### config.mk
export PLATFORM = sky130hd
export DESIGN_NAME = dram_read_responder_flat
export DESIGN_NICKNAME = d
export VERILOG_FILES = /design/src/rtl/dram_read_responder_if.sv /design/src/rtl/dram_read_responder.sv /design/src/flat_wrapper.sv
export SDC_FILE = /design/constraint.sdc
export NUM_CORES = 1
export LEC_CHECK = 0
export CAP_MARGIN = 10
export CORE_MARGIN = 2
export CORE_UTILIZATION = 45
export DETAILED_ROUTE_END_ITERATION = 8
export PLACE_DENSITY = 0.87
export SLEW_MARGIN = 20
export SYNTH_ARGS = -nofsm -noshare
export SYNTH_HDL_FRONTEND = slang
export SYNTH_SLANG_ARGS = --single-unit
### constraint.sdc
create_clock -name clk -period 4.5 [get_ports clk]
set_input_delay 0.675 -clock clk [delete_from_list [all_inputs] [get_ports clk]]
set_output_delay 0.675 -clock clk [all_outputs]
set_load 0.02 [all_outputs]
### src/rtl/dram_read_responder_if.sv
`default_nettype none
// ============================================================================
// Module      : dram_read_responder_if
// Description : Bundles the cache-side single-word read handshake and the
//               DRAM controller user-interface signals that the responder
//               sits between.
//               slave  : view used by dram_read_responder
//               master : view used by whatever drives the cache and DRAM sides
// Signals     : oe / addr          - read request pulse and word address
//               rdata / valid      - returned word and one-cycle response
//               busy               - request in flight
//               dram_cmd_en/_rdy   - line read command handshake
//               dram_addr          - line address
//               dram_rd_valid/data - returned line
// Revision    : 1.0 - initial release
// ============================================================================
interface dram_read_responder_if #(
  parameter int MEM_SCALE = 27,
  parameter int LINE_LOG  = 2
);
  localparam int DW = 32 << LINE_LOG;

  logic                          oe;
  logic [MEM_SCALE-1:0]          addr;
  logic [31:0]                   rdata;
  logic                          valid;
  logic                          busy;
  logic                          dram_cmd_en;
  logic                          dram_cmd_rdy;
  logic [MEM_SCALE-LINE_LOG-1:0] dram_addr;
  logic                          dram_rd_valid;
  logic [DW-1:0]                 dram_rd_data;

  modport slave (
    input  oe, addr, dram_cmd_rdy, dram_rd_valid, dram_rd_data,
    output rdata, valid, busy, dram_cmd_en, dram_addr
  );

  modport master (
    output oe, addr, dram_cmd_rdy, dram_rd_valid, dram_rd_data,
    input  rdata, valid, busy, dram_cmd_en, dram_addr
  );
endinterface
`default_nettype wire

### src/rtl/dram_read_responder.sv
`default_nettype none
// ============================================================================
// Module      : dram_read_responder
// Description : Memory-side responder for the instruction cache refill port.
//               Takes a one-cycle oe pulse with a word address, fetches the
//               containing line from the DRAM controller, and returns the
//               selected 32-bit word with a one-cycle valid pulse. One request
//               is outstanding at a time.
// Ports       : clk            - clock
//               rst_n          - asynchronous active-low reset
//               inval_i        - line buffer invalidate (DRAM_READ_LINEBUF_EN)
//               bus            - cache/DRAM handshake (dram_read_responder_if)
//               err_overrun_o  - sticky, request arrived while busy
//               cnt_req_o      - accepted requests (wraps)
//               cnt_dram_o     - DRAM line commands issued (wraps)
// Options     : `define DRAM_READ_LINEBUF_EN keeps the last fetched line and
//               answers same-line requests without a DRAM command.
// Revision    : 1.0 - initial release
// ============================================================================
module dram_read_responder #(
  parameter int MEM_SCALE = 27,
  parameter int LINE_LOG  = 2
) (
  input  logic                   clk,
  input  logic                   rst_n,
`ifdef DRAM_READ_LINEBUF_EN
  input  logic                   inval_i,
`endif
  dram_read_responder_if.slave   bus,
  output logic                   err_overrun_o,
  output logic [31:0]            cnt_req_o,
  output logic [31:0]            cnt_dram_o
);

  localparam int DW    = 32 << LINE_LOG;
  localparam int WORDS = 1 << LINE_LOG;
  localparam int TAG_W = MEM_SCALE - LINE_LOG;

  typedef enum logic [2:0] {
    S_IDLE = 3'd0,
    S_CMD  = 3'd1,
    S_WAIT = 3'd2,
    S_HIT  = 3'd3,
    S_RESP = 3'd4
  } state_e;

  state_e               state_q;
  logic [MEM_SCALE-1:0] addr_q;
  logic [31:0]          rdata_q;
  logic                 valid_q;
  logic                 busy_q;
  logic                 cmd_en_q;
  logic [TAG_W-1:0]     dram_addr_q;
  logic                 err_q;
  logic [31:0]          cnt_req_q;
  logic [31:0]          cnt_dram_q;

  // Word selection out of the incoming DRAM line.
  logic [31:0] rd_words_d [WORDS];
  logic [31:0] rd_word_d;

  for (genvar i = 0; i < WORDS; i++) begin : g_rd_words
    assign rd_words_d[i] = bus.dram_rd_data[32*i +: 32];
  end

  assign rd_word_d = rd_words_d[addr_q[LINE_LOG-1:0]];

  logic        hit_d;
  logic [31:0] buf_word_d;

`ifdef DRAM_READ_LINEBUF_EN
  logic [DW-1:0]    line_q;
  logic [TAG_W-1:0] tag_q;
  logic             line_vld_q;
  logic [31:0]      buf_words_d [WORDS];

  for (genvar i = 0; i < WORDS; i++) begin : g_buf_words
    assign buf_words_d[i] = line_q[32*i +: 32];
  end

  // An invalidate in the same cycle as the request must force a miss.
  assign hit_d      = line_vld_q && !inval_i && (tag_q == bus.addr[MEM_SCALE-1:LINE_LOG]);
  assign buf_word_d = buf_words_d[addr_q[LINE_LOG-1:0]];

  always_ff @(posedge clk or negedge rst_n) begin
    if (!rst_n) begin
      line_q     <= '0;
      tag_q      <= '0;
      line_vld_q <= 1'b0;
    end else begin
      if (state_q == S_WAIT && bus.dram_rd_valid) begin
        line_q     <= bus.dram_rd_data;
        tag_q      <= addr_q[MEM_SCALE-1:LINE_LOG];
        line_vld_q <= 1'b1;
      end
      // Invalidate wins over a fill landing in the same cycle.
      if (inval_i) begin
        line_vld_q <= 1'b0;
      end
    end
  end
`else
  assign hit_d      = 1'b0;
  assign buf_word_d = '0;
`endif

  always_ff @(posedge clk or negedge rst_n) begin
    if (!rst_n) begin
      state_q     <= S_IDLE;
      addr_q      <= '0;
      rdata_q     <= '0;
      valid_q     <= 1'b0;
      busy_q      <= 1'b0;
      cmd_en_q    <= 1'b0;
      dram_addr_q <= '0;
      err_q       <= 1'b0;
      cnt_req_q   <= '0;
      cnt_dram_q  <= '0;
    end else begin
      case (state_q)
        S_IDLE: begin
          if (bus.oe) begin
            addr_q    <= bus.addr;
            cnt_req_q <= cnt_req_q + 32'd1;
            busy_q    <= 1'b1;
            if (hit_d) begin
              // Extra cycle keeps hit latency at two cycles from oe.
              state_q <= S_HIT;
            end else begin
              state_q     <= S_CMD;
              cmd_en_q    <= 1'b1;
              dram_addr_q <= bus.addr[MEM_SCALE-1:LINE_LOG];
            end
          end
        end
        S_CMD: begin
          if (bus.dram_cmd_rdy) begin
            cmd_en_q   <= 1'b0;
            cnt_dram_q <= cnt_dram_q + 32'd1;
            state_q    <= S_WAIT;
          end
        end
        S_WAIT: begin
          if (bus.dram_rd_valid) begin
            rdata_q <= rd_word_d;
            valid_q <= 1'b1;
            state_q <= S_RESP;
          end
        end
        S_HIT: begin
          rdata_q <= buf_word_d;
          valid_q <= 1'b1;
          state_q <= S_RESP;
        end
        S_RESP: begin
          valid_q <= 1'b0;
          busy_q  <= 1'b0;
          state_q <= S_IDLE;
        end
        default: begin
          valid_q  <= 1'b0;
          busy_q   <= 1'b0;
          cmd_en_q <= 1'b0;
          state_q  <= S_IDLE;
        end
      endcase

      // Any request outside IDLE (including the valid cycle) is dropped.
      if (bus.oe && state_q != S_IDLE) begin
        err_q <= 1'b1;
      end
    end
  end

  assign bus.rdata       = rdata_q;
  assign bus.valid       = valid_q;
  assign bus.busy        = busy_q;
  assign bus.dram_cmd_en = cmd_en_q;
  assign bus.dram_addr   = dram_addr_q;
  assign err_overrun_o   = err_q;
  assign cnt_req_o       = cnt_req_q;
  assign cnt_dram_o      = cnt_dram_q;

endmodule
`default_nettype wire

### src/flat_wrapper.sv
// flat-port wrapper written by rule: the top's interface ports become plain ports
module dram_read_responder_flat 
#(
  parameter int MEM_SCALE = 27,
  parameter int LINE_LOG  = 2
)
  (clk, rst_n, err_overrun_o, cnt_req_o, cnt_dram_o, bus_oe, bus_addr, bus_dram_cmd_rdy, bus_dram_rd_valid, bus_dram_rd_data, bus_rdata, bus_valid, bus_busy, bus_dram_cmd_en, bus_dram_addr);
  dram_read_responder_if #(.MEM_SCALE(MEM_SCALE), .LINE_LOG(LINE_LOG)) bus_i ();
  input  logic clk;
  input  logic rst_n;
  output logic err_overrun_o;
  output logic [31:0] cnt_req_o;
  output logic [31:0] cnt_dram_o;
  input wire logic [$bits(bus_i.oe)-1:0] bus_oe;
  input wire logic [$bits(bus_i.addr)-1:0] bus_addr;
  input wire logic [$bits(bus_i.dram_cmd_rdy)-1:0] bus_dram_cmd_rdy;
  input wire logic [$bits(bus_i.dram_rd_valid)-1:0] bus_dram_rd_valid;
  input wire logic [$bits(bus_i.dram_rd_data)-1:0] bus_dram_rd_data;
  output wire logic [$bits(bus_i.rdata)-1:0] bus_rdata;
  output wire logic [$bits(bus_i.valid)-1:0] bus_valid;
  output wire logic [$bits(bus_i.busy)-1:0] bus_busy;
  output wire logic [$bits(bus_i.dram_cmd_en)-1:0] bus_dram_cmd_en;
  output wire logic [$bits(bus_i.dram_addr)-1:0] bus_dram_addr;
  assign bus_i.oe = bus_oe;
  assign bus_i.addr = bus_addr;
  assign bus_i.dram_cmd_rdy = bus_dram_cmd_rdy;
  assign bus_i.dram_rd_valid = bus_dram_rd_valid;
  assign bus_i.dram_rd_data = bus_dram_rd_data;
  assign bus_rdata = bus_i.rdata;
  assign bus_valid = bus_i.valid;
  assign bus_busy = bus_i.busy;
  assign bus_dram_cmd_en = bus_i.dram_cmd_en;
  assign bus_dram_addr = bus_i.dram_addr;
  dram_read_responder #(.MEM_SCALE(MEM_SCALE), .LINE_LOG(LINE_LOG)) u_core (.clk(clk), .rst_n(rst_n), .bus(bus_i), .err_overrun_o(err_overrun_o), .cnt_req_o(cnt_req_o), .cnt_dram_o(cnt_dram_o));
endmodule
==> results.txt, run 1 <==
The number of antenna violations at the first check in global routing is 0. The maximum number of pins on one net before global-route repair came out at between 100 and 150. The power density normalized to cell area came out at roughly 570 nW/um^2. The layout overhead on the synthesized area came out at 61.6%. Sorting the synthesized cells by area gives the leading types as sky130_fd_sc_hd__dfrtp_1, sky130_fd_sc_hd__mux4_2, sky130_fd_sc_hd__nand2_1. The global-route usage over all layers came out at 0.253. Clock tree synthesis inserted a total of 17 buffers. The count of buffers from port buffering came out at around 280.

The number of buffers on the longest clock path is 2. The class of the worst hold path is in -> async. The area of the multi-input gates came out at roughly 2600 sq um. For this configuration, the core starts out at a cell density of 0.457. TritonCTS built the clock tree. Counting flops and latches in the post-synthesis netlist gives between 100 and 150. The synthesized net count is 661. The critical path data arrival time is roughly 3.3 ns. Of the available clock period, the critical path in the final layout requires 0.664. Post-CTS timing repair inserted 0 buffers for setup.

The remaining antenna violation count is 0. The kind of end point of the critical path is a flop. Summing over every cut layer, the via total after detailed routing is between 5000 and 6000. The mapped cell area came out at roughly 6000 sq um. The total count of max-transition violations in the final report is 0.

The setup clock skew after layout came out at around 0.010 ns. The final setup violation count is 0. For this block, the initial DRC count from the detailed router was 349.

The via count of the first global-routing pass is 5404. The die is roughly 120 um tall. The transition time at the pin with the least slew margin came out at 0.912 ns. The setup TNS is 0 ns. The TritonCTS sink count is between 100 and 150.

For this design the static power due to leakage is 4.15 nW. Buffers inserted to repair hold after CTS numbered 0. IR analysis of the VDD net gives a maximum drop of between 0.0003 and 0.0004 V. The critical path required time came out at approximately 4.8 ns. In the final design database the tool counted 947 nets. The met3 layer wire length in the routed design is ~1200 um. For this run, the detailed router's first-pass iteration total came to 4. The met2 wire length is ~9500 um.

The worst setup path is launched from an input port. The total instance count after detailed placement came out at roughly 940. The post-detailed-route wirelength per cell is approximately 18 um. Of the synthesized area, sequential elements account for 0.542. The final weighted congestion in routability-driven placement is 0.831. The run finished with clean final reports.

The post-CTS clock slew at the launch and capture registers of the worst setup and hold paths came out at 0.06 ns. The Yosys warning count is 0. The filler cell count in the final layout came out at ~860. The number of DRC violations after detailed routing is 0.

After global routing the overflow that remains totals 0. The top-level port count is between 200 and 300. The share of the synthesized area in the top cell type came out at 0.542.

The worst-path maximum fanout is 34. The number of antenna cells inserted is 0. The worst slew slack as a fraction of its limit came out at 0.392.

Setup repair after global routing left no endpoint under its margin. The die is between 100 and 150 um wide. The final hold violation count is 0. The root buffer cell chosen for the clock tree is sky130_fd_sc_hd__clkbuf_16. The first global-routing pass estimated approximately 28000 um of wire. The fraction of layout instances using a drive strength above 1 is 0.104.

The area enclosed by the die boundary came out at approximately 14000 sq um. The detail-routed via count per cell came out at about 5.3. The post-cts resize count is 0. The highest layer touched by signal routing is met4.

The largest area contributor in the netlist is sky130_fd_sc_hd__dfrtp_1. After floorplanning, the core was divided into between 40 and 50 placement rows. The final layout contains routed wiring with a total length of ~18000 um.

The final critical path time including I/O delays and setup is about 3 ns. The number of max-cap violations is 0. The count of placed standard cells in the final layout, fillers left out is 974. The synthesized area per cell came out at roughly 12 sq um. The number of levels the H-tree was split into came out at 4.

The maximum clock frequency is between 300 and 400 MHz. The total core area came out at between 10000 and 15000 sq um. The distinct cell type count of the synthesized netlist is 38. The kind of critical path is in -> reg.

Synthesis produced about 500 cells. The flip-flop and latch area is around 3300 sq um. The routed metal-1 wire length came out at between 6000 and 7000 um. The insertion delay to the later sink of the worst-skew pair came out at roughly 0.41 ns. Summed over all nets, the half-perimeter wirelength after detailed placement is around 14000 um.
==> placed cells by master, fill, tap and decap left out, types with 8 or more instances in the layout <==
cell type,instances
sky130_fd_sc_hd__xor2_1,19
sky130_fd_sc_hd__buf_4,8
sky130_fd_sc_hd__nand3_1,21
sky130_fd_sc_hd__a22o_1,32
sky130_fd_sc_hd__mux4_2,32
sky130_fd_sc_hd__xnor2_1,43
sky130_fd_sc_hd__clkbuf_16,17
sky130_fd_sc_hd__dfrtp_1,129
sky130_fd_sc_hd__nand4_1,12
sky130_fd_sc_hd__nor2_1,16
sky130_fd_sc_hd__clkdlybuf4s50_1,283
sky130_fd_sc_hd__nand2_1,111
==> critical path, stage by stage <==
cell and delay (ns):
sky130_fd_sc_hd__clkdlybuf4s50_1 0.55, sky130_fd_sc_hd__or4b_4 0.71, sky130_fd_sc_hd__or4_1 0.63, sky130_fd_sc_hd__nor3_1 0.39, sky130_fd_sc_hd__nand3_1 0.16, sky130_fd_sc_hd__xnor2_1 0.15
==> metal layers <==
layer  global-route usage  up-vias
met4                0.105        0
met2                0.449      207
met1                0.285     2573
met3               0.0751       37
met5                    0        -
li1                     -     2348
==> cell usage after synthesis, drive strengths merged <==
library cell and instances:
nand4 12, and3 6, clkbuf 19, or4b 1
dfrtp 130, nor4b 1, or4 2, nor4bb 1
and4 6, nor3 7, or3 1, ha 2
nor2 16, nand2b 2, mux2i 1, nand3 21
and4bb 1, nor4 7, a22oi 1, xnor2 43
a22o 32, nor2b 1, mux2 1, inv 7
o32ai 1, nand2 111, o31ai 1, mux4 32
xor2 19, a21o 2, a21oi 1, buf 6
and2 4, o211ai 1
==> logic make-up after synthesis <==
kind of cell	share of synthesized area
buf+inv	0.0227
compound gates	0.0552
simple gates	0.162
fa+ha+maj	0.00417
mux	0.124
xor+xnor	0.0904
flops	0.542
==> path summary, 6_finish.rpt <==
kind | startpoint | to | slack, ns | depth (start not counted)
worst max-delay path | bus_oe | u_core.cnt_req_o[17] | 1.51 | 6
worst min-delay path | rst_n | u_core.cnt_req_o[30] | 0.39 | 1
worst max register to register | u_core.state_q[2] | u_core.cnt_req_o[17] | 1.76 | 5
worst min register to register | u_core.err_overrun_o | u_core.err_overrun_o | 0.46 | 1
max in group asynchronous | rst_n | u_core.cnt_dram_o[20] | 3.20 | 2
min in group clk | u_core.err_overrun_o | u_core.err_overrun_o | 0.46 | 1
==> power breakdown <==
part	internal (mW)	switching, mW	total [mW]	leakage, nW
Clock	1.01	0.521	1.53	0.318
Combinational	1.16	1.09	2.25	2.14
Sequential	1.50	0.282	1.78	1.69
Total	3.67	1.90	5.56	4.15
==> flip-flops by register name, summed over array words and instances (netlist names) <==
signal                  cells
u_core.bus.rdata           32
u_core.cnt_dram_o          32
u_core.cnt_req_o           32
u_core.bus.dram_addr       25
u_core.state_q              3
u_core.addr_q               2
u_core.bus.busy             1
u_core.bus.dram_cmd_en      1
u_core.bus.valid            1
u_core.err_overrun_o        1
==> final cells by class <==
type	count	share of cell area
clock buffer	18	0.0452
tap	176	0.0227
timing repair buffer	292	0.299
clock inverter	14	0.0233
multi-input combinational	337	0.272
inverter	7	0.00271
sequential	130	0.335
==> stage by stage <==
| stage | area (sq um) | utilization | power (mW) | setup slack (ns) | hold WS, ns |
|---|---|---|---|---|---|
| 2_1_floorplan | 6010 | - | 3.02 | 1.98 | 0.379 |
| 3_3_place_gp | 9040 | 0.688 | 4.00 | 1.19 | 0.455 |
| 3_5_place_dp | 9040 | 0.688 | 4.07 | 1.11 | 0.453 |
| 4_1_cts | 9710 | 0.739 | 5.61 | 1.54 | 0.420 |
| 5_1_grt | 9710 | 0.739 | 5.83 | 1.41 | 0.460 |
| 6_report | 9710 | 0.739 | 5.56 | 1.51 | 0.385 |
(Power assumes the default switching activity.)
==> inputs of run 2 (changes only) <==
--- a/config.mk
+++ b/config.mk
@@ -7,9 +7,9 @@
 export LEC_CHECK = 0
 export CAP_MARGIN = 10
 export CORE_MARGIN = 2
-export CORE_UTILIZATION = 45
+export CORE_UTILIZATION = 41
 export DETAILED_ROUTE_END_ITERATION = 8
-export PLACE_DENSITY = 0.87
+export PLACE_DENSITY = 0.8
 export SLEW_MARGIN = 20
 export SYNTH_ARGS = -nofsm -noshare
 export SYNTH_HDL_FRONTEND = slang
==> constraint.sdc (replaced) <==
create_clock -name clk -period 2.75 [get_ports clk]
set_input_delay 0.4125 -clock clk [delete_from_list [all_inputs] [get_ports clk]]
set_output_delay 0.4125 -clock clk [all_outputs]
set_load 0.02 [all_outputs]
==> run 2 against run 1 <==
  * The run now ends with hold timing left
  * Count of clock-buffer cells in the layout up 3
  * Worst hold slack worse by 0.39 ns
  * Sequential power rose by 63%
  * Critical path depth stayed put
  * Sequential cell count unchanged
  * Final area up 0.57%
  * First-iteration DRC count decreased by 26%
  * Die area increased by 9.4%
  * Global-route usage shrank 2.6 points
  * Largest cell class unchanged
==> results.txt, run 2 (synthesized netlist as in run 1, its figures left out) <==
The final global-route overflow total came out at 0 (unchanged). The final hold slack came out at -0.00692 ns (-0.392 ns). The power density normalized to cell area came to 920 nW/um^2 (+61%).

The worst-path maximum fanout came out at 4 (-88%). The post-cts resize count is 0 (unchanged). The post-detailed-route wirelength per cell came out at 17.7 um (-2.7%). The row count came out at 44 (+4.8%). The run finished, with violations left.

The final period utilization is 0.861. The summed area of non-filler cells in the final layout came out at 9760 sq um (+0.57%). The final critical path time including I/O delays and setup is ~2.4 ns. The chip width is 125 um (+4.6%). The fraction of layout instances using a drive strength above 1 came out at 0.115 (+0.0107). The count of vias placed by the detailed router is 5110 (-1.1%). The beginning of the worst register-to-register path is u_core.state_q[2]. The worst setup path is captured at a flop.

TritonCTS built the clock tree. The total count of max-transition violations in the final report is 0 (unchanged). The number of nets in the layout is 960 (+1.4%).

The critical path is of the in -> reg type. The post-route core utilization came to 0.677 (-0.0621). The worst register-to-register path ends at u_core.cnt_req_o[28]. In this run the worst setup path begins at bus_oe. The half-perimeter wire length after placement came out at 13600 um (+0.50%). The root buffer cell chosen for the clock tree is sky130_fd_sc_hd__clkbuf_16. The final reports fail on hold timing.

The cell area reported after detailed placement came out at 9150 sq um (+1.2%). The starting density of the core is 0.416 (-0.0408). The via count of the first global-routing pass was 5379 (-0.46%). The top-level port count came out at 285 (unchanged). The detail-routed via count per cell came out at 5.13 (-3.3%). The total instance count after detailed placement came out at 963 (+2.2%). The critical path required time was 3.08 ns (-1.71 ns). The maximum number of pins on one net before global-route repair was 71 (-31%).

The clock network fraction of design power came out at 0.259 (-0.016). The maximum clock frequency came out at around 420 MHz. The library cell used most frequently in the layout, excluding fill and tap cells, is sky130_fd_sc_hd__clkdlybuf4s50_1. The post-CTS setup-driven buffer insertion count came to 0 (unchanged). The count of placed standard cells in the final layout, fillers left out is 996 (+2.3%). The starting DRC count in detailed routing came out at 257 (-26%). The internal cell power came out at 5.93 mW (+62%). The total leakage power came out at 4.19 nW (+1.1%). The number of buffers on the longest clock path was 2 (unchanged). The post-CTS clock slew at the launch and capture registers of the worst setup and hold paths is 0.05 ns (about the same). The worst ir drop on vdd is 0.000547 V (+75%). In the layout the commonest cells are sky130_fd_sc_hd__clkdlybuf4s50_1, sky130_fd_sc_hd__dfrtp_1, sky130_fd_sc_hd__nand2_1.

The switching portion of total power came out at 0.340 (-0.00107). The number of DRC violations after detailed routing is 0 (unchanged). The TritonCTS sink count is 130 (unchanged). The layout overhead on the synthesized area came out at 62.6%. The critical path capture point is u_core.cnt_req_o[28]. The final weighted congestion in routability-driven placement is 0.822 (-1.1%).

The slack of the critical path is 0.382 ns (-1.13 ns). The total core area came out at 14400 sq um (+9.8%). The final setup violation count came out at 0 (unchanged). The global-route usage over all layers came to 0.227 (-0.0262).

The logic depth of the worst register-to-register path is 5 (unchanged). The number of antenna violations at the first check in global routing came out at 1 (+1). The number of levels the H-tree was split into is 4 (unchanged). The setup TNS came to 0 ns (unchanged). The number of max-cap violations came out at 0 (unchanged). The critical path data arrival time was 2.70 ns (-0.58 ns). The total of hold buffers inserted after clock tree synthesis came out at 0 (unchanged). The setup clock skew after layout is 0.0156 ns (+0.00516 ns). Setup repair after global routing left no endpoint under its margin. The insertion delay to the later sink of the worst-skew pair is 0.42 ns (about the same). The number of detailed-route iterations in the first pass is 6 (+2). The net load switching power is 3.05 mW (+61%). The final hold violation count is 2 (+2). The flop-to-flop setup slack came out at 0.39 ns (-1.37 ns). The class of the worst hold path is in -> async.

The transition time at the pin with the least slew margin is 0.623 ns (-0.288 ns). The startpoint type of the worst setup path is an input port. The relative contribution of combinational cells to total power came out at 0.419 (+0.014). The wire length of the first global-routing pass is 28100 um (-0.29%). The count of buffers from port buffering came out at 284 (unchanged). The total wire length is 17700 um (-0.52%). The remaining antenna violation count is 0 (unchanged).

The area enclosed by the die boundary came out at 15600 sq um (+9.4%). The worst slew slack as a fraction of its limit came out at 0.584 (+0.192). The clock buffer count from CTS came out at 17 (unchanged). The worst setup timing slack at the placement stage is -0.0488 ns (-1.16 ns). The sequential share of power is 0.322 (about the same). The power consumption is 8.99 mW (+62%). The vertical extent of the die came out at 125 um (+4.6%).
## run 2: cell count changes in the layout (fill, tap and decap cells not counted)
cell	delta
sky130_fd_sc_hd__diode_2	+1
sky130_fd_sc_hd__clkinv_2	+5
sky130_fd_sc_hd__inv_6	-3
sky130_fd_sc_hd__clkinv_4	-4
sky130_fd_sc_hd__buf_4	+13
sky130_fd_sc_hd__clkbuf_1	+3
sky130_fd_sc_hd__bufinv_16	-1
## run 2: power by group through the flow
stage	clock network, mW	logic, mW	registers [mW]
6_report	2.33	3.76	2.90
2_1_floorplan	0	1.52	3.42
3_3_place_gp	0	3.72	2.88
3_5_place_dp	0	3.81	2.91
4_1_cts	2.36	3.81	2.90
5_1_grt	2.45	4.00	2.97
## run 2: layout make-up
cell class                      count  area, sq um
Antenna cell                        1         2.50
Tap cell                          184          230
Inverter                            7         26.3
Multi-Input combinational cell    337         2640
Timing Repair Buffer              305         3000
Clock inverter                     11          160
Fill cell                        1054         4660
Sequential cell                   130         3250
Clock buffer                       21          450
## run 2: per-layer routing
metal / wire (um) / part of all wire / up-vias / track usage
met3: 1100 / 0.062 / 22 / 0.0638
li1: - / - / 2363 / -
met1: 6710 / 0.38 / 2525 / 0.254
met4: 403 / 0.023 / 0 / 0.0797
met5: 0 / 0 / - / 0
met2: 9460 / 0.54 / 200 / 0.415
## run 2: worst max-delay path, cell delays in order
cell and delay (ns):
sky130_fd_sc_hd__clkdlybuf4s50_1 0.47, sky130_fd_sc_hd__or4b_4 0.50, sky130_fd_sc_hd__or4_4 0.58, sky130_fd_sc_hd__or3_4 0.38, sky130_fd_sc_hd__nor4_4 0.15, sky130_fd_sc_hd__xor2_1 0.20
## run 2: worst min path at each step
stage	to	slack, ns	cells past startpoint
6_report	u_core.bus.dram_addr[15]	-0.007	1
5_1_grt	u_core.bus.dram_addr[15]	0.04	1
4_1_cts	u_core.bus.dram_addr[17]	0.02	1
3_5_place_dp	u_core.err_overrun_o	0.45	1
3_3_place_gp	u_core.bus.dram_addr[15]	0.45	1
2_1_floorplan	u_core.addr_q[0]	0.12	0
